===== src/rtl/tow_pkg.sv =====
// -----------------------------------------------------------------------------
// tow_pkg
// Shared definitions for the tug-of-war round controller and scorer:
//   state_t    - round controller states (RELEASE, DARK, LIT, GAME_OVER)
//   SCORE_WL   - scorer pattern for a left-player win  [L3 L2 L1 N R1 R2 R3]
//   SCORE_WR   - scorer pattern for a right-player win
//   LFSR_SEED  - reset value of the 16-bit delay LFSR
//   LFSR_TAPS  - feedback mask for taps 16,14,13,11 (bits 15,13,12,10)
// -----------------------------------------------------------------------------
package tow_pkg;

    typedef enum logic [1:0] {
        RELEASE   = 2'd0,
        DARK      = 2'd1,
        LIT       = 2'd2,
        GAME_OVER = 2'd3
    } state_t;

    localparam logic [6:0]  SCORE_WL  = 7'b1110000;
    localparam logic [6:0]  SCORE_WR  = 7'b0000111;

    localparam logic [15:0] LFSR_SEED = 16'hACE1;
    localparam logic [15:0] LFSR_TAPS = 16'hB400;

endpackage


===== src/rtl/lfsr16.sv =====
// -----------------------------------------------------------------------------
// lfsr16
// Free-running 16-bit Fibonacci LFSR (taps 16,14,13,11). Advances every cycle;
// maximal length, so starting from a non-zero seed it never reaches zero.
// Ports:
//   clk  in   clock
//   rst  in   asynchronous active-high reset (loads LFSR_SEED)
//   out  out  [15:0] current LFSR state
// -----------------------------------------------------------------------------
module lfsr16
    import tow_pkg::*;
(
    input  logic        clk,
    input  logic        rst,
    output logic [15:0] out
);

    // NOTE: sequential state is written with non-blocking assignments so every
    // flop samples pre-edge values, independent of process ordering.
    always_ff @(posedge clk or posedge rst) begin
        if (rst)
            out <= LFSR_SEED;
        else
            out <= {out[14:0], ^(out & LFSR_TAPS)};
    end

endmodule


===== src/rtl/round_arbiter.sv =====
// -----------------------------------------------------------------------------
// round_arbiter
// Round controller for the tug-of-war game. Waits for both buttons released,
// waits a pseudo-random dark interval, lights the start LEDs and reports the
// first push (or a jump-the-light) as a one-cycle winrnd pulse qualified by
// right and leds_on. Stops play while the scorer shows a win.
//
// Optional feature: define ARB_TIMEOUT_EN to abandon a LIT round after
// ON_TIMEOUT cycles with no push.
//
// Ports:
//   clk        in   clock
//   rst        in   asynchronous active-high reset
//   pb_left    in   left pushbutton (asynchronous, active-high)
//   pb_right   in   right pushbutton (asynchronous, active-high)
//   score      in   [6:0] scorer output [L3 L2 L1 N R1 R2 R3]
//   leds_on    out  start lights lit / push qualifier (registered)
//   winrnd     out  one-cycle resolved-push pulse (registered)
//   right      out  1 = right player made the resolved push (registered, held)
//   game_over  out  combinational: score shows a win
// -----------------------------------------------------------------------------
module round_arbiter
    import tow_pkg::*;
#(
    parameter logic [23:0] DELAY_MIN     = 24'd5_000_000,
    parameter int          DELAY_RANGE_W = 22,
    parameter logic [15:0] HOLD_CYCLES   = 16'd50_000,
    parameter logic [23:0] ON_TIMEOUT    = 24'd10_000_000
)
(
    input  logic       clk,
    input  logic       rst,
    input  logic       pb_left,
    input  logic       pb_right,
    input  logic [6:0] score,
    output logic       leds_on,
    output logic       winrnd,
    output logic       right,
    output logic       game_over
);

    // Random range is capped at the LFSR width; wider settings read the
    // missing upper bits as zero.
    localparam int          RANGE_W    = (DELAY_RANGE_W > 16) ? 16 :
                                         (DELAY_RANGE_W < 0)  ? 0  : DELAY_RANGE_W;
    localparam logic [15:0] RANGE_MASK = 16'((32'd1 << RANGE_W) - 32'd1);

    // ------------------------------------------------------------------
    // Button synchronizers
    // ------------------------------------------------------------------
    logic [1:0] sync_l;
    logic [1:0] sync_r;
    logic       sl;
    logic       sr;

    always_ff @(posedge clk or posedge rst) begin
        if (rst) begin
            sync_l <= 2'b00;
            sync_r <= 2'b00;
        end else begin
            sync_l <= {sync_l[0], pb_left};
            sync_r <= {sync_r[0], pb_right};
        end
    end

    assign sl = sync_l[1];
    assign sr = sync_r[1];

    // ------------------------------------------------------------------
    // Delay source
    // ------------------------------------------------------------------
    logic [15:0] lfsr;
    logic [23:0] delay_load;

    lfsr16 u_lfsr (
        .clk (clk),
        .rst (rst),
        .out (lfsr)
    );

    assign delay_load = DELAY_MIN + {8'd0, lfsr & RANGE_MASK};

    // ------------------------------------------------------------------
    // Status decode
    // ------------------------------------------------------------------
    state_t      state;
    state_t      next_state;
    logic [15:0] hold_cnt;
    logic [23:0] delay_cnt;
    logic        hold_done;
    logic        delay_done;
    logic        any_push;
    logic        one_push;
    logic        lit_timeout;

    assign game_over  = (score == SCORE_WL) || (score == SCORE_WR);
    assign hold_done  = (hold_cnt == HOLD_CYCLES);
    assign delay_done = (delay_cnt == 24'd0);
    assign any_push   = sl | sr;
    assign one_push   = sl ^ sr;

`ifdef ARB_TIMEOUT_EN
    logic [23:0] on_cnt;

    // on_cnt counts LIT cycles after the first; the LIT exit edge is the
    // ON_TIMEOUT-th edge spent in LIT, giving exactly ON_TIMEOUT lit cycles.
    assign lit_timeout = (24'(on_cnt + 24'd1) == ON_TIMEOUT);

    always_ff @(posedge clk or posedge rst) begin
        if (rst)
            on_cnt <= 24'd0;
        else if (state == LIT && next_state == LIT)
            on_cnt <= on_cnt + 24'd1;
        else
            on_cnt <= 24'd0;
    end
`else
    logic unused_on_timeout;

    assign lit_timeout       = 1'b0;
    assign unused_on_timeout = ^ON_TIMEOUT;
`endif

    // ------------------------------------------------------------------
    // FSM: state register
    // ------------------------------------------------------------------
    always_ff @(posedge clk or posedge rst) begin
        if (rst)
            state <= RELEASE;
        else
            state <= next_state;
    end

    // ------------------------------------------------------------------
    // FSM: next-state logic
    // ------------------------------------------------------------------
    // NOTE: next_state gets a default before the case so every path assigns
    // it and no latch is inferred.
    always_comb begin
        next_state = state;
        if (game_over) begin
            next_state = GAME_OVER;
        end else begin
            unique case (state)
                RELEASE: begin
                    if (hold_done)
                        next_state = DARK;
                end
                DARK: begin
                    // Any push aborts the round: single push is a jump, a
                    // simultaneous pair is discarded.
                    if (any_push)
                        next_state = RELEASE;
                    else if (delay_done)
                        next_state = LIT;
                end
                LIT: begin
                    if (any_push || lit_timeout)
                        next_state = RELEASE;
                end
                GAME_OVER: next_state = GAME_OVER;
                default:   next_state = RELEASE;
            endcase
        end
    end

    // ------------------------------------------------------------------
    // FSM: output logic (next values of the registered outputs)
    // ------------------------------------------------------------------
    logic pulse_d;
    logic leds_on_d;
    logic right_d;

    always_comb begin
        pulse_d   = 1'b0;
        leds_on_d = 1'b0;
        right_d   = right;
        if (!game_over && one_push && (state == DARK || state == LIT))
            pulse_d = 1'b1;
        // In the pulse cycle leds_on reflects the state the push was seen in.
        leds_on_d = (next_state == LIT) || (pulse_d && state == LIT);
        if (pulse_d)
            right_d = sr;
    end

    always_ff @(posedge clk or posedge rst) begin
        if (rst) begin
            leds_on <= 1'b0;
            winrnd  <= 1'b0;
            right   <= 1'b0;
        end else begin
            leds_on <= leds_on_d;
            winrnd  <= pulse_d;
            right   <= right_d;
        end
    end

    // ------------------------------------------------------------------
    // Hold and delay counters
    // ------------------------------------------------------------------
    always_ff @(posedge clk or posedge rst) begin
        if (rst) begin
            hold_cnt <= 16'd0;
        end else if (state == RELEASE && next_state == RELEASE) begin
            if (!sl && !sr)
                hold_cnt <= hold_cnt + 16'd1;
            else
                hold_cnt <= 16'd0;
        end else begin
            // Cleared outside RELEASE so every arming starts from zero.
            hold_cnt <= 16'd0;
        end
    end

    always_ff @(posedge clk or posedge rst) begin
        if (rst)
            delay_cnt <= 24'd0;
        else if (state == RELEASE && next_state == DARK)
            delay_cnt <= delay_load;
        else if (state == DARK && !delay_done)
            delay_cnt <= delay_cnt - 24'd1;
    end

endmodule


===== config.mk =====
export PLATFORM = sky130hd
export DESIGN_NAME = round_arbiter
export DESIGN_NICKNAME = d
export VERILOG_FILES = /design/src/rtl/tow_pkg.sv /design/src/rtl/lfsr16.sv /design/src/rtl/round_arbiter.sv
export SDC_FILE = /design/constraint.sdc
export NUM_CORES = 1
export LEC_CHECK = 0
export CORE_ASPECT_RATIO = 1.4
export CORE_UTILIZATION = 40
export DETAILED_ROUTE_END_ITERATION = 8
export GPL_TIMING_DRIVEN = 1
export PLACE_DENSITY = 0.55
export SETUP_SLACK_MARGIN = 0.3
export SLEW_MARGIN = 30
export SYNTH_ARGS = -nofsm -noshare
export SYNTH_HDL_FRONTEND = slang
export SYNTH_SLANG_ARGS = --single-unit

===== constraint.sdc =====
create_clock -name clk -period 5.1 [get_ports clk]
set_clock_uncertainty 0.2 [all_clocks]
set_input_delay 1.02 -clock clk [delete_from_list [all_inputs] [get_ports clk]]
set_output_delay 1.02 -clock clk [all_outputs]
set_load 0.005 [all_outputs]

; ---- Yosys cells after proc, flatten, opt, wreduce, memory -nomap -nowiden
; Cells that the tools add are included.
[classes]
addsub = 3
n_eq_ne = 8
mux = 11
n_bitwise = 2
reduce_logical = 19
[op_table]
columns = cell, n
row1 = $mux W24, 2
row2 = $mux W16, 2
row3 = $add A23 B16 Y24 const A, 1
row4 = $logic_not A24 Y1, 1
row5 = $sub A24 B1 Y24 const B, 1
row6 = $add A16 B1 Y16 const B, 1
row7 = $eq A16 B16 Y1 const B, 1
row8 = $reduce_xor A16 Y1, 1
row9 = $mux W2, 5
row10 = $pmux W2 S4, 1
row11 = $eq A7 B3 Y1 const B, 1
row12 = $eq A7 B7 Y1 const B, 1
row13 = $logic_and A1 B1 Y1, 7
row14 = $eq A2 B2 Y1 const B, 3
row15 = $eq A2 B1 Y1 const B, 2
row16 = $logic_not A1 Y1, 4
row17 = $logic_not A2 Y1, 2
row18 = $logic_or A1 B1 Y1, 3
row19 = $reduce_bool A2 Y1, 1
row20 = $mux W1, 1
row21 = $or A1 B1 Y1, 1
row22 = $xor A1 B1 Y1, 1
[totals]
register_bits = 65
out_inout_bits = 4
elab_cells = 52

; ---- Logic depth before layout (Yosys ltp)
[depth]
word_depth = 8
mapped_depth = 9
ltp_nobuf = 7

; ---- Hierarchy
; A second synthesis with hierarchy kept.
[hier_totals]
hier_cells = 323
hier_area_um2 = 3284.4
[modules_own_cells]
columns = module, instances, cells_per_inst, area_per_inst_um2
row1 = round_arbiter, 1, 303, 2844.0
row2 = lfsr16, 1, 20, 440.4

; ---- Worst setup path after synthesis
; OpenSTA, ideal clock, no wires.
[synth_path]
kind = in2out
start = in score[0]
end = out game_over
arrival_ps = 1585
slack_ps = 2295
cell_stages = 3
path_cell_list = nor4b_1 a32oi_1 inv_1
[synth_between]
elab_chain_len = 2
[synth_rtl]
columns = element, line_no
row1 = "start, declared", round_arbiter.sv:35  ; input logic [6:0] score,
row2 = $eq A7 B7 Y1 / $eq A7 B3 Y1 (equally long branches), round_arbiter.sv:96  ; assign game_over = (score == SCORE_WL) || (score == SCORE_WR);
row3 = $logic_or A1 B1 Y1 *, round_arbiter.sv:96
row4 = "end, declared", round_arbiter.sv:39  ; output logic game_over
; Mark *: on every way between the ends. The rest lies on a longest branch, timed or not.

; ---- Worst setup path in the final report
; Ends and elaborated chain as after synthesis.

==> flow_results.xml <==
<?xml version="1.0" encoding="UTF-8"?>
<metrics>
  <group name="synth">
    <metric name="ys_seq_area_frac" unit="">0.493</metric>
    <metric name="synth_nets" unit="">338</metric>
    <metric name="synth-warning-count" unit="">0</metric>
    <metric name="synth.ff_latch_count" unit="">65</metric>
    <metric name="syn_avg_cell_area" unit="um^2">10.5</metric>
    <metric name="netlist_area" unit="um^2">3320</metric>
    <metric name="synth_enable_flop_cells" unit="">0</metric>
    <metric name="post_synth_inst_count" unit="">317</metric>
    <metric name="netlist-cell-type-count" unit="">60</metric>
    <metric name="yosys_most_used_dff" unit="">sky130_fd_sc_hd__dfrtp_1</metric>
    <metric name="async_reset_ff_frac" unit="">1.00</metric>
  </group>
  <group name="pwr">
    <metric name="power_per_cell_area" unit="nW/um^2">273</metric>
    <metric name="vdd.ir_drop.worst" unit="uV">168</metric>
    <metric name="p_leak" unit="uW">0.00145</metric>
  </group>
  <group name="clock_network">
    <metric name="holdBufCountCts" unit="">0</metric>
    <metric name="postCtsSetupBuffers" unit="">0</metric>
    <metric name="cts.reportedPaths.clkPinSlew" unit="ps">70</metric>
    <metric name="post_cts_resize_count" unit="">0</metric>
    <metric name="clk_latency" unit="ps">340</metric>
    <metric name="tritoncts.num_buffers" unit="">9</metric>
    <metric name="clock_tree.root_cell" unit="">sky130_fd_sc_hd__clkbuf_8</metric>
    <metric name="cts_tree" unit="">built</metric>
    <metric name="clock_sink_total" unit="">65</metric>
    <metric name="max-clock-path-buffers" unit="">2</metric>
    <metric name="cts_htree_levels" unit="">3</metric>
  </group>
  <group name="floorplan">
    <metric name="dieArea" unit="um^2">8670</metric>
    <metric name="floorplan.initialDensity" unit="">0.420</metric>
    <metric name="top_level_ports" unit="">15</metric>
    <metric name="die-height" unit="um">110</metric>
    <metric name="floorplan.die.width" unit="um">79.0</metric>
    <metric name="placeableCoreArea" unit="um^2">7890</metric>
    <metric name="placementRows" unit="">38</metric>
  </group>
  <group name="drt">
    <metric name="antenna_violating_nets_post_route" unit="">0</metric>
    <metric name="vias" unit="">2373</metric>
    <metric name="detail_route.vias_per_cell" unit="">5.41</metric>
    <metric name="drt_first_iter_violations" unit="">133</metric>
    <metric name="detail_route.wl_per_cell" unit="um">15.1</metric>
    <metric name="totalWireLength" unit="um">6620</metric>
    <metric name="drcViolationCount" unit="">0</metric>
    <metric name="detailedRoute.firstPassIterationCount" unit="">4</metric>
  </group>
  <group name="run_status">
    <metric name="outcome" unit="">complete, no violations</metric>
  </group>
  <group name="grt">
    <metric name="globalRoute.totalOverflow" unit="">0</metric>
    <metric name="grt.total_usage" unit="">0.173</metric>
    <metric name="grt_antenna_before_repair" unit="">0</metric>
    <metric name="grt_start_max_net_pins" unit="">34</metric>
    <metric name="grt_pass1_wl" unit="um">11200</metric>
    <metric name="first_global_vias" unit="">2325</metric>
  </group>
  <group name="place">
    <metric name="placedInstanceArea" unit="um^2">3550</metric>
    <metric name="place.port_buffers" unit="">14</metric>
    <metric name="dpl.hpwl" unit="um">4610</metric>
    <metric name="dpl.cell_count" unit="">423</metric>
    <metric name="routabilityCongestion" unit="">0.790</metric>
  </group>
  <group name="worst_setup_path">
    <metric name="critical_path.n_buffers_inverters" unit="">3</metric>
    <metric name="critical_path.slowest_cell" unit="">sky130_fd_sc_hd__clkdlybuf4s50_1</metric>
    <metric name="worst-setup-path-type" unit="">input pin to output pin</metric>
    <metric name="timing.critical_path.max_delay_family" unit="">buffers and inverters</metric>
    <metric name="critPathArrivalTime" unit="ps">2580</metric>
    <metric name="worst_path_most_repeated_cell" unit="">sky130_fd_sc_hd__clkdlybuf4s50_1</metric>
    <metric name="worstPathCellList" unit="">clkdlybuf4s50_1 -&gt; nor4b_1 -&gt; a32oi_1 -&gt; inv_1 -&gt; clkdlybuf4s50_1</metric>
    <metric name="critPathRequiredTime" unit="ps">3880</metric>
    <metric name="endpoint_kind" unit="">output pin</metric>
    <metric name="startpoint_type" unit="">input pin</metric>
    <metric name="critPathMaxStageDelay" unit="ps">490</metric>
    <metric name="path_max_fanout" unit="">6</metric>
  </group>
  <group name="sta">
    <metric name="fmax" unit="GHz">0.263</metric>
    <metric name="finalCritPeriodShare" unit="">0.746</metric>
    <metric name="setup-tns-final" unit="ps">0</metric>
    <metric name="timing.max_slew.rel_slack" unit="">0.452</metric>
    <metric name="timing.final.crit_period" unit="ps">3800</metric>
    <metric name="final_hold_viol_count" unit="">0</metric>
    <metric name="unrepaired_setup_endpoints_after_global_routing" unit="">false</metric>
    <metric name="tightest_slew" unit="ps">810</metric>
    <metric name="final_max_slew_violation_count" unit="">0</metric>
    <metric name="timing.final.setup_violations" unit="">0</metric>
  </group>
  <group name="flow_run">
    <metric name="max-cap-violations" unit="">0</metric>
  </group>
  <group name="finish">
    <metric name="num_antenna_cells" unit="">0</metric>
    <metric name="design.final.nets" unit="">355</metric>
    <metric name="area_delta_synth_final" unit="%">13.8</metric>
    <metric name="finalNonFillerCells" unit="">439</metric>
    <metric name="fraction_of_layout_cells_with_a_size_suffix_above_1" unit="">0.118</metric>
    <metric name="fillCellCount" unit="">776</metric>
    <metric name="final_design_area_no_fill" unit="um^2">3770</metric>
  </group>
  <group name="hold_path">
    <metric name="worst_hold_path_class" unit="">flop to flop</metric>
  </group>
</metrics>
[power by group]
part           total (uW)  internal [uW]  leakage [uW]  switching [uW]
logic                21.5           8.75      0.000577            12.7
clock network         493            300      0.000115             193
registers             518            517      0.000760           0.432
total                1030            826       0.00145             206
[metrics by stage]
stage | setup slack [ps] | total power, uW | hold slack, ps | util
after floorplan | 2270 | 537 | 131 | -
after global placement | 1290 | 550 | 136 | 0.449
after detailed placement | 1280 | 550 | 137 | 0.449
after CTS | 1270 | 1050 | 154 | 0.478
after global routing | 1140 | 1070 | 156 | 0.478
final | 1300 | 1030 | 151 | 0.478
[layout make-up]
cell class	instances	area (um^2)	area share
flip-flops and latches	65	1640	0.434
multi-input cells	224	1560	0.414
repair buffers	16	155	0.0411
clock buffers	11	151	0.0401
well taps	100	125	0.0331
clock inverters	5	77.6	0.0206
inverters	18	67.6	0.0179
[registers in the layout, indices dropped and copies added (netlist names)]
signal,flops
delay_cnt,24
hold_cnt,16
leds_on,1
right,1
state,2
sync_l,2
sync_r,2
u_lfsr.out,16
winrnd,1
[worst paths after layout]
path	from	end	slack [ps]	cells past startpoint
max in group asynchronous	rst	u_lfsr.out[0]	2870	3
min	sync_l[0]	sync_l[1]	150	0
min in group asynchronous	rst	u_lfsr.out[14]	900	2
max reg2reg	hold_cnt[0]	delay_cnt[1]	1850	7
min reg2reg	sync_l[0]	sync_l[1]	150	0
max	score[0]	game_over	1300	5
[Yosys cell counts, types with 3 or more instances]
| cell type | count | area share |
|---|---|---|
| sky130_fd_sc_hd__o21ai_0 | 11 | 0.017 |
| sky130_fd_sc_hd__and3_1 | 4 | 0.0075 |
| sky130_fd_sc_hd__buf_2 | 3 | 0.0045 |
| sky130_fd_sc_hd__nand2b_1 | 4 | 0.0075 |
| sky130_fd_sc_hd__a22oi_1 | 3 | 0.0068 |
| sky130_fd_sc_hd__a21oi_1 | 5 | 0.0075 |
| sky130_fd_sc_hd__a31oi_1 | 4 | 0.0075 |
| sky130_fd_sc_hd__mux2_2 | 3 | 0.010 |
| sky130_fd_sc_hd__nand2_1 | 16 | 0.018 |
| sky130_fd_sc_hd__xnor2_1 | 20 | 0.053 |
| sky130_fd_sc_hd__inv_1 | 18 | 0.020 |
| sky130_fd_sc_hd__dfstp_2 | 8 | 0.063 |
| sky130_fd_sc_hd__nor3_1 | 12 | 0.018 |
| sky130_fd_sc_hd__ha_1 | 10 | 0.038 |
| sky130_fd_sc_hd__o31ai_1 | 3 | 0.0068 |
| sky130_fd_sc_hd__nor4_1 | 7 | 0.013 |
| sky130_fd_sc_hd__xor2_1 | 14 | 0.037 |
| sky130_fd_sc_hd__o31a_1 | 4 | 0.011 |
| sky130_fd_sc_hd__nand3b_1 | 3 | 0.0068 |
| sky130_fd_sc_hd__and2_1 | 3 | 0.0057 |
| sky130_fd_sc_hd__o21a_1 | 4 | 0.0091 |
| sky130_fd_sc_hd__nor2_1 | 30 | 0.034 |
| sky130_fd_sc_hd__dfrtp_1 | 57 | 0.43 |
| sky130_fd_sc_hd__nand3_1 | 13 | 0.020 |
| sky130_fd_sc_hd__clkbuf_1 | 5 | 0.0057 |
| sky130_fd_sc_hd__nand4_1 | 8 | 0.015 |
| sky130_fd_sc_hd__mux2i_1 | 3 | 0.0091 |
[worst register-to-register path, cell delays in order (launching register included)]
cell                      delay [ps]
sky130_fd_sc_hd__dfrtp_1         460
sky130_fd_sc_hd__inv_1            90
sky130_fd_sc_hd__ha_1            140
sky130_fd_sc_hd__or4bb_1         400
sky130_fd_sc_hd__nor4_1          700
sky130_fd_sc_hd__o211a_1         420
sky130_fd_sc_hd__buf_4           360
sky130_fd_sc_hd__mux2_2          380
[cell usage in the layout, fill, tap and decap left out, drive strengths merged, types with 5 or more instances in the layout]
cell,synthesis,final
a21oi,5,5
clkbuf,5,11
clkdlybuf4s50,0,14
dfrtp,57,57
dfstp,8,8
ha,10,10
inv,18,18
nand2,16,16
nand3,13,13
nand4,9,9
nor2,30,30
nor3,12,12
nor4,7,7
o21ai,13,13
xnor2,20,20
xor2,14,14
[kinds of logic after synthesis]
family,share of synthesized area
AND/OR/NAND/NOR,0.199
flip-flops,0.493
AO/OA/AOI/OAI,0.125
XOR/XNOR,0.0897
buffers and inverters,0.0362
adder cells (fa/ha/maj),0.0377
multiplexers,0.0192
[metal layers]
layer  global-route usage  up-vias  wire length, um
li1                     -     1174                -
met1                0.204     1163             2940
met2                0.293       24             3370
met3               0.0448       12              167
met4               0.0792        0              138
met5                    0        -                0
Note: power is estimated with default switching activity, not from simulation.
==> variant, RTL diff (same settings) <==
Add a define of `ARB_TIMEOUT_EN`.
--- a/src/rtl/round_arbiter.sv
+++ b/src/rtl/round_arbiter.sv
@@ -19,6 +19,8 @@
 //   right      out  1 = right player made the resolved push (registered, held)
 //   game_over  out  combinational: score shows a win
 // -----------------------------------------------------------------------------
+`define ARB_TIMEOUT_EN
+
 module round_arbiter
     import tow_pkg::*;
 #(
Formal check against the unedited RTL: no difference found for any inputs over 10 cycles, from zero or initial values and one cycle with rst high; that may be too few to reach the edited logic, so the function may still have changed.
==> variant against the unedited design <==
- sequential cell count rose by 24
- setup slack got worse by 230 ps
- wire length up 44%
- total power up 35%
- cell area increased by 44%
- synthesized area rose by 47%
- final cell count rose by 47%
- critical path depth grew 1
- critical path type unchanged
- critical endpoint unchanged
- highest routed layer unchanged
==> variant: results (changes against the unedited design) <==
[power]
vdd_drop_max_mv = 0.1371  ; was 0.1681 mV
leakagePower_nw = 1.984  ; was 1.452 nW
p_int_w = 0.001062  ; was 0.0008260 W

[min_path]
hp-class = reg -> reg  ; unchanged

[drt]
routed_wl_mm = 9.561  ; was 6.619 mm
drt_iter0_drc = 157  ; was 133
vias_per_cell = 5.428  ; was 5.405

[global_routing]
grt.total_usage_pct = 16.96  ; was 17.29%
grt_start_max_net_pins = 51  ; was 34
grt_pass1_wl_mm = 16.84  ; was 11.21 mm
grt_pass1_vias = 3572  ; was 2,325

[placement]
gp_congestion = 0.7426  ; was 0.7899
dp_slack_ps = 1045  ; was 1277 ps
hpwl_mm = 6.687  ; was 4.613 mm

[setup_path]
slowest_delay_ps = 500
critPathArrivalTime_ps = 2820  ; was 2580 ps

[timing]
worstMarginPinSlew_ps = 920.2  ; was 809.9 ps

[yosys]
synth.net_count = 506  ; was 338
synthTopCellsByCount = 81 x dfrtp_1, 53 x nand2_1, 45 x nor2_1  ; was 57 x dfrtp_1, 30 x nor2_1, 20 x xnor2_1
ys_seq_area_share_pct = 46.01  ; was 49.32%
synthTopCellsByArea = dfrtp_1 42%, xnor2_1 6.3%, xor2_1 5.2%, dfstp_2 4.3%, nor3_2 4.3%  ; was dfrtp_1 43%, dfstp_2 6.3%, xnor2_1 5.3%, ha_1 3.8%, xor2_1 3.7%

[outcome]
status = finished clean  ; unchanged

[layout]
nets = 516  ; was 355
drive_gt1_share_pct = 14.46  ; was 11.80%
num-fill-cells = 1134  ; was 776
top_regs = delay_cnt: 24 flops, on_cnt: 24 flops  ; was delay_cnt: 24 flops, hold_cnt: 16 flops, u_lfsr.out: 16 flops

[clock_network]
clock_path_buffers = 2  ; unchanged
cts_root_buf = clkbuf_16  ; was clkbuf_8

## variant: cell count changes in the layout (fill, tap and decap cells not counted), moves of 15 or more
cell	delta
dfrtp_1	+24
nor3_2	+21
xor2_1	+15
nand2_1	+37
xnor2_1	+15
nor2_1	+15
## variant: metrics by stage
step	hold slack (ps)	total power, W	std cells
after floorplan	131.2	0.0007343	483
after global placement	134.3	0.0007496	628
after detailed placement	139.6	0.0007502	629
after CTS	148.9	0.001411	645
after global routing	158.9	0.001443	645
final	144.9	0.001394	645
## variant: final cells by class
cell class	count	area [µm²]	share of cell area, %
inverter	16	62.56	1.153
clock inverter	7	67.56	1.245
tap	147	183.9	3.389
timing repair buffer	18	190.2	3.504
clock buffer	9	225.2	4.149
sequential	89	2237	41.22
multi-input combinational	359	2461	45.34
## variant: path summary, 6_finish.rpt
kind	start	end	slack, ps	depth (start not counted)
max	score[0]	game_over	1060	6
max reg2reg	hold_cnt[0]$_DFF_PP0_	on_cnt[23]$_DFF_PP0_	1450	9
min in group asynchronous	rst	delay_cnt[4]$_DFFE_PP0P_	910	2
min reg2reg	sync_r[0]$_DFF_PP0_	sync_r[1]$_DFF_PP0_	140	0
min	sync_r[0]$_DFF_PP0_	sync_r[1]$_DFF_PP0_	140	0
max in group asynchronous	rst	u_lfsr.out[5]$_DFF_PP1_	2830	3
## variant: layer usage
layer / GRT usage [%] / part of all wire, % / up-vias
li1: - / - / 1731
met1: 20.41 / 43 / 1720
met2: 30.04 / 53 / 43
met3: 3.276 / 2.5 / 7
met4: 4.798 / 1.2 / 0
met5: 0 / 0 / -
## variant: cells by family after synthesis
group	count (synthesis)	share of synthesized area (%)
flops	89	46.01
buf+inv	35	3.371
fa+ha+maj	12	3.088
mux	2	0.4375
xor+xnor	64	11.53
compound gates	55	8.003
simple gates	226	27.56
## variant: power groups by stage
stage	clock network [W]	logic [W]	registers (W)
floorplan	0	0.0000132	0.000721
global placement	0	0.0000284	0.000721
detailed placement	0	0.0000290	0.000721
CTS	0.000675	0.0000290	0.000708
global route	0.000703	0.0000321	0.000708
finish	0.000658	0.0000276	0.000708
